`src/rtl/barrel_pkg.sv`:
```
`default_nettype none
// ============================================================================
//  Package     : barrel_pkg
//  Description : Shared constants and helpers for the barrel shift/multiply
//                datapath library (left-shift multiplier, right-shift divider).
//                  c_default_width   : default operand width
//                  c_default_shift_w : default shift-amount width
//                  sat_value()       : saturation pattern for a given sign
//  Revision    : 1.0  initial release
// ============================================================================
package barrel_pkg;

   localparam int c_default_width   = 8;
   localparam int c_default_shift_w = 3;

   // Widest operand sat_value() can describe; callers truncate to their width.
   localparam int c_sat_max_w       = 64;

   // Two's complement clamp value: sign=1 -> most negative, sign=0 -> most
   // positive.  Bits at or above 'width' are zero.
   function automatic logic [c_sat_max_w-1:0] sat_value(input logic sign,
                                                        input int   width);
      logic [c_sat_max_w-1:0] sat;
      sat = '0;
      for (int i = 0; i < c_sat_max_w; i++) begin
         if (i < width) begin
            sat[i] = (i == width - 1) ? sign : ~sign;
         end
      end
      return sat;
   endfunction

endpackage
`default_nettype wire

```
`src/rtl/barrel_shl_stage.sv`:
```
`default_nettype none
// ============================================================================
//  Module      : barrel_shl_stage
//  Description : One registered stage of the logarithmic left shifter.
//                Shifts left by AMT (zero fill) when its shift bit is set,
//                accumulates signed overflow, and applies valid/ready
//                handshaking with a one-entry register.
//  Ports       : clk, rst                 clock, async active-high reset
//                prev_valid/data/shift/
//                sign/ovf                 item from the upstream stage
//                next_ready               downstream stage can take an item
//                valid/data/shift/sign/ovf  registered item of this stage
//  Revision    : 1.0  initial release
// ============================================================================
module barrel_shl_stage
   import barrel_pkg::*;
#(
   parameter int WIDTH   = c_default_width,
   parameter int SHIFT_W = c_default_shift_w,
   parameter int AMT     = 1
) (
   input  logic               clk,
   input  logic               rst,
   input  logic               prev_valid,
   input  logic [WIDTH-1:0]   prev_data,
   input  logic [SHIFT_W-1:0] prev_shift,
   input  logic               prev_sign,
   input  logic               prev_ovf,
   input  logic               next_ready,
   output logic               valid,
   output logic [WIDTH-1:0]   data,
   output logic [SHIFT_W-1:0] shift,
   output logic               sign,
   output logic               ovf
);

   // AMT is always a power of two; this is the shift bit it serves.
   localparam int BIT = $clog2(AMT);

   logic               r_valid;
   logic [WIDTH-1:0]   r_data;
   logic [SHIFT_W-1:0] r_shift;
   logic               r_sign;
   logic               r_ovf;

   logic               w_ready;
   logic [WIDTH-1:0]   w_shifted;
   logic               w_lost;

   assign w_ready = ~r_valid | next_ready;

   // The item stays representable only if the AMT bits shifted out and the
   // new MSB all equal the original sign, i.e. the top AMT+1 bits are sign.
   generate
      if (AMT < WIDTH) begin : g_partial
         assign w_shifted = prev_data << AMT;
         assign w_lost    = (prev_data[WIDTH-1 -: AMT+1] != {(AMT+1){prev_sign}});
      end else begin : g_full
         // Everything leaves the word and the new MSB is a zero fill bit.
         assign w_shifted = '0;
         assign w_lost    = (prev_data != {WIDTH{prev_sign}}) | prev_sign;
      end
   endgenerate

   always_ff @(posedge clk or posedge rst) begin
      if (rst) begin
         r_valid <= 1'b0;
         r_data  <= '0;
         r_shift <= '0;
         r_sign  <= 1'b0;
         r_ovf   <= 1'b0;
      end else if (w_ready) begin
         r_valid <= prev_valid;
         if (prev_valid) begin
            r_shift <= prev_shift;
            r_sign  <= prev_sign;
            if (prev_shift[BIT]) begin
               r_data <= w_shifted;
               r_ovf  <= prev_ovf | w_lost;
            end else begin
               r_data <= prev_data;
               r_ovf  <= prev_ovf;
            end
         end
      end
   end

   assign valid = r_valid;
   assign data  = r_data;
   assign shift = r_shift;
   assign sign  = r_sign;
   assign ovf   = r_ovf;

endmodule
`default_nettype wire

```
`src/rtl/barrel_multiplier_u2.sv`:
```
`default_nettype none
// ============================================================================
//  Module      : barrel_multiplier_u2
//  Description : Signed multiply by 2^shift_n (arithmetic left shift) built
//                as a SHIFT_W-deep logarithmic shifter, one register per
//                shift bit, with per-item overflow and optional saturation.
//  Ports       : clk        rising-edge clock
//                rst        asynchronous active-high reset
//                in_valid   operand valid
//                in_ready   operand accepted when in_valid & in_ready
//                in         signed operand
//                shift_n    left-shift amount, travels with the operand
//                out_valid  result valid
//                out_ready  result consumed when out_valid & out_ready
//                out        signed result (saturated or wrapped)
//                ovf        overflow flag for the item on out
//  Revision    : 1.0  initial release
// ============================================================================
module barrel_multiplier_u2
   import barrel_pkg::*;
#(
   parameter int WIDTH    = c_default_width,
   parameter int SHIFT_W  = c_default_shift_w,
   parameter int SATURATE = 1
) (
   input  logic               clk,
   input  logic               rst,
   input  logic               in_valid,
   output logic               in_ready,
   input  logic [WIDTH-1:0]   in,
   input  logic [SHIFT_W-1:0] shift_n,
   output logic               out_valid,
   input  logic               out_ready,
   output logic [WIDTH-1:0]   out,
   output logic               ovf
);

   // Index 0 is the input port; index k+1 is the register of stage k.
   logic [SHIFT_W:0]   w_valid;
   logic [SHIFT_W:0]   w_sign;
   logic [SHIFT_W:0]   w_ovf;
   logic [WIDTH-1:0]   w_data  [0:SHIFT_W];
   logic [SHIFT_W-1:0] w_shift [0:SHIFT_W];

   logic [WIDTH-1:0]   w_sat;
   logic               w_unused_shift;

   assign w_valid[0] = in_valid;
   assign w_data[0]  = in;
   assign w_shift[0] = shift_n;
   assign w_sign[0]  = in[WIDTH-1];
   assign w_ovf[0]   = 1'b0;

   // The ready chain ready_k = ~valid_k | ready_{k+1} unrolls to: a stage
   // can move if the output is ready or any later stage holds a bubble.
   // Written in closed form so it depends only on registered valids.
   assign in_ready = out_ready | ~(&w_valid[SHIFT_W:1]);

   generate
      for (genvar k = 0; k < SHIFT_W; k++) begin : g_stage
         logic w_next_ready;

         if (k == SHIFT_W - 1) begin : g_last
            assign w_next_ready = out_ready;
         end else begin : g_mid
            assign w_next_ready = out_ready | ~(&w_valid[SHIFT_W:k+2]);
         end

         barrel_shl_stage #(
            .WIDTH   (WIDTH),
            .SHIFT_W (SHIFT_W),
            .AMT     (2**k)
         ) u_stage (
            .clk        (clk),
            .rst        (rst),
            .prev_valid (w_valid[k]),
            .prev_data  (w_data[k]),
            .prev_shift (w_shift[k]),
            .prev_sign  (w_sign[k]),
            .prev_ovf   (w_ovf[k]),
            .next_ready (w_next_ready),
            .valid      (w_valid[k+1]),
            .data       (w_data[k+1]),
            .shift      (w_shift[k+1]),
            .sign       (w_sign[k+1]),
            .ovf        (w_ovf[k+1])
         );
      end
   endgenerate

   // All shift bits are consumed by the time an item leaves the last stage.
   assign w_unused_shift = ^w_shift[SHIFT_W];

   assign w_sat     = WIDTH'(sat_value(w_sign[SHIFT_W], WIDTH));
   assign out_valid = w_valid[SHIFT_W];
   assign ovf       = w_ovf[SHIFT_W];
   assign out       = ((SATURATE != 0) && w_ovf[SHIFT_W]) ? w_sat : w_data[SHIFT_W];

endmodule
`default_nettype wire

```
`config.mk`:
```
export PLATFORM = sky130hd
export DESIGN_NAME = barrel_multiplier_u2
export DESIGN_NICKNAME = d
export VERILOG_FILES = /design/src/rtl/barrel_pkg.sv /design/src/rtl/barrel_shl_stage.sv /design/src/rtl/barrel_multiplier_u2.sv
export SDC_FILE = /design/constraint.sdc
export NUM_CORES = 1
export LEC_CHECK = 0
export CORE_ASPECT_RATIO = 1.1
export CORE_MARGIN = 2
export CORE_UTILIZATION = 45
export DETAILED_ROUTE_END_ITERATION = 10
export PLACE_DENSITY_LB_ADDON = 0.1
export SYNTH_ARGS = -nofsm -noshare
export SYNTH_HDL_FRONTEND = slang
export SYNTH_HIERARCHICAL = 1
export SYNTH_SLANG_ARGS = --single-unit
```
`constraint.sdc`:
```
create_clock -name clk -period 2.91 [get_ports clk]
set_input_delay 0.582 -clock clk [delete_from_list [all_inputs] [get_ports clk]]
set_output_delay 0.582 -clock clk [all_outputs]
set_load 0.1 [all_outputs]
```
==> results.yml <==
floorplan:
  dieArea_mm2: 0.00474
  rows: 24
  ios: 26
  initial_utilization: 0.474
  die_h_um: 72.0
  coreArea_mm2: 0.00399
  fp.dieW_um: 65.9
run:
  drv_cap: 0
sta:
  slew_viol_final: 0
  worst_slack_ns: 0.774
  setup_violations: 0
  period_share: 0.734
  slew_headroom: 0.536
  worst_pin_slew_ns: 0.694
  rsz0062_at_grt: "false"
  fmax_mhz: 468
  hold_viol_final: 0
  period_minus_slack_ns: 2.14
  fin_skew_ns: 0.00381
cells_and_area:
  area_delta_synth_final_pct: 18.6
  final_cell_mix: "dfrtp_1, mux2i_1, a21oi_1, a31oi_1, clkdlybuf4s50_1"
  design_area_mm2: 0.00225
  diodes: 0
  stdcell_count: 249
  final_common_cell: "dfrtp_1"
  fin_nets: 211
  drive_gt1_frac: 0.173
cts:
  cts.repair.resized: 0
  ctsHoldBuffers: 0
  post_cts_buffers: 0
  cts.sinks: 36
  cts_max_path_buffers: 2
  clock_insertion_delay_worst_skew_ns: 0.29
  cts_buffers: 5
  cts_root_buf: "clkbuf_8"
  cts_tree: "yes"
  h-tree-depth: 2
  clk_pin_slew_ns: 0.07
grt:
  grt_pass1_vias: 1238
  grt_pass1_wl_mm: 5.81
  grt_max_degree: 19
  grt_overflow_total: 0
  grt_util_all_layers: 0.159
  antenna_found_initial: 0
worst_setup_path:
  required_ns: 2.33
  startpoint_type: "primary input"
  crit_start: "out_ready"
  worstReg2RegStart: "g_stage[0].u_stage/valid"
  r2r-end: "g_stage[0].u_stage/shift[2]"
  endpoint_kind: "primary output"
  crit_type: "in -> out"
  r2r_setup_slack_ns: 1.38
  cp_max_fo: 3
  arrival_ns: 1.55
  ff2ff_path_depth: 3
  endpoint: "in_ready"
detailed_routing:
  drc_errors: 0
  drt-met1-wl_mm: 1.26
  drtAntennaViolNets: 0
  detail_route.first_pass.iterations: 4
  detail_route.wl_per_cell_um: 12.7
  vias: 1261
  wl_mm: 3.16
  met2WireLength_mm: 1.71
  wl_met3_um: 139
  first_iter_violations: 42
  routed.top_layer: "met4"
  routed_via_density: 5.06
yosys:
  postSynthAreaPerCell_um2: 10.8
  synth_fp_nets: 190
  syn_area_mm2: 0.00189
  synth_cells: 175
  yosys_warnings: 6
pwr:
  p_switching_mw: 0.906
  clkPwrFrac: 0.278
  p_leak_nw: 0.995
  max-vdd-ir-drop_uv: 300
  swShare: 0.413
  power_density_mw_per_mm2: 976
  combPwrFrac: 0.389
  p_seq_frac: 0.333
  p_int_mw: 1.29
outcome:
  status: "finished, final reports clean"
placement:
  gp_routability_congestion: 0.774
  port-buffer-count: 25
  dpl.hpwl_mm: 2.48
  dpl_worst_slack_ns: 0.774
  place_area_mm2: 0.00209
  dp_cells: 241
worst_hold_path:
  min_path_cells: 2
  hold_class: "reg -> reg"
  min-delay-start: "g_stage[2].u_stage/data[0]"
[sequential cells by signal, indices dropped and copies added (netlist names)]
name / count
g_stage.u_stage/ovf: 3
g_stage.u_stage/shift: 3
g_stage.u_stage/valid: 3
g_stage.u_stage/sign: 3
g_stage.u_stage/data: 24
[cell type report]
cell class,count,area (um^2)
Clock buffer,5,68.8
Clock inverter,3,90.1
Fill cell,360,1750
Inverter,12,45.0
Multi-Input combinational cell,115,833
Sequential cell,36,901
Tap cell,52,65.1
Timing Repair Buffer,26,243
[power by group through the flow]
| stage | sequential (mW) | clock, mW | combinational, mW |
|---|---|---|---|
| finish | 0.730 | 0.609 | 0.854 |
| global route | 0.755 | 0.645 | 0.907 |
| CTS | 0.732 | 0.620 | 0.862 |
| detailed placement | 0.742 | 0 | 0.862 |
| global placement | 0.735 | 0 | 0.850 |
| floorplan | 0.717 | 0 | 0.727 |
[through the flow]
| stage | hold WS [ns] | setup TNS (ns) | util | total power [mW] |
|---|---|---|---|---|
| 2_1_floorplan | 0.434 | -0.266 | - | 1.44 |
| 3_3_place_gp | 0.461 | 0 | 0.523 | 1.58 |
| 3_5_place_dp | 0.470 | 0 | 0.523 | 1.60 |
| 4_1_cts | 0.487 | 0 | 0.562 | 2.21 |
| 5_1_grt | 0.525 | 0 | 0.562 | 2.31 |
| 6_report | 0.483 | 0 | 0.562 | 2.19 |
[metal layers]
metal  global-route usage  up-vias
met5                    0        -
met1                0.182      573
met3               0.0465        6
met4               0.0556        0
met2                0.283       26
li1                     -      656
[worst min path at each step]
| stage | endpoint | slack (ns) |
|---|---|---|
| after floorplan | g_stage[2].u_stage/data[0] | 0.43 |
| after global placement | g_stage[2].u_stage/data[5] | 0.46 |
| after detailed placement | g_stage[2].u_stage/data[0] | 0.47 |
| after CTS | g_stage[2].u_stage/data[0] | 0.49 |
| after global routing | g_stage[2].u_stage/data[0] | 0.53 |
| final | g_stage[2].u_stage/data[0] | 0.48 |
[worst max-delay path, stage by stage]
cell	delay (ns)
clkdlybuf4s50_1	0.41
nor2b_1	0.18
nand3_1	0.15
buf_12	0.23
Note: power is estimated with default switching activity, not from simulation.
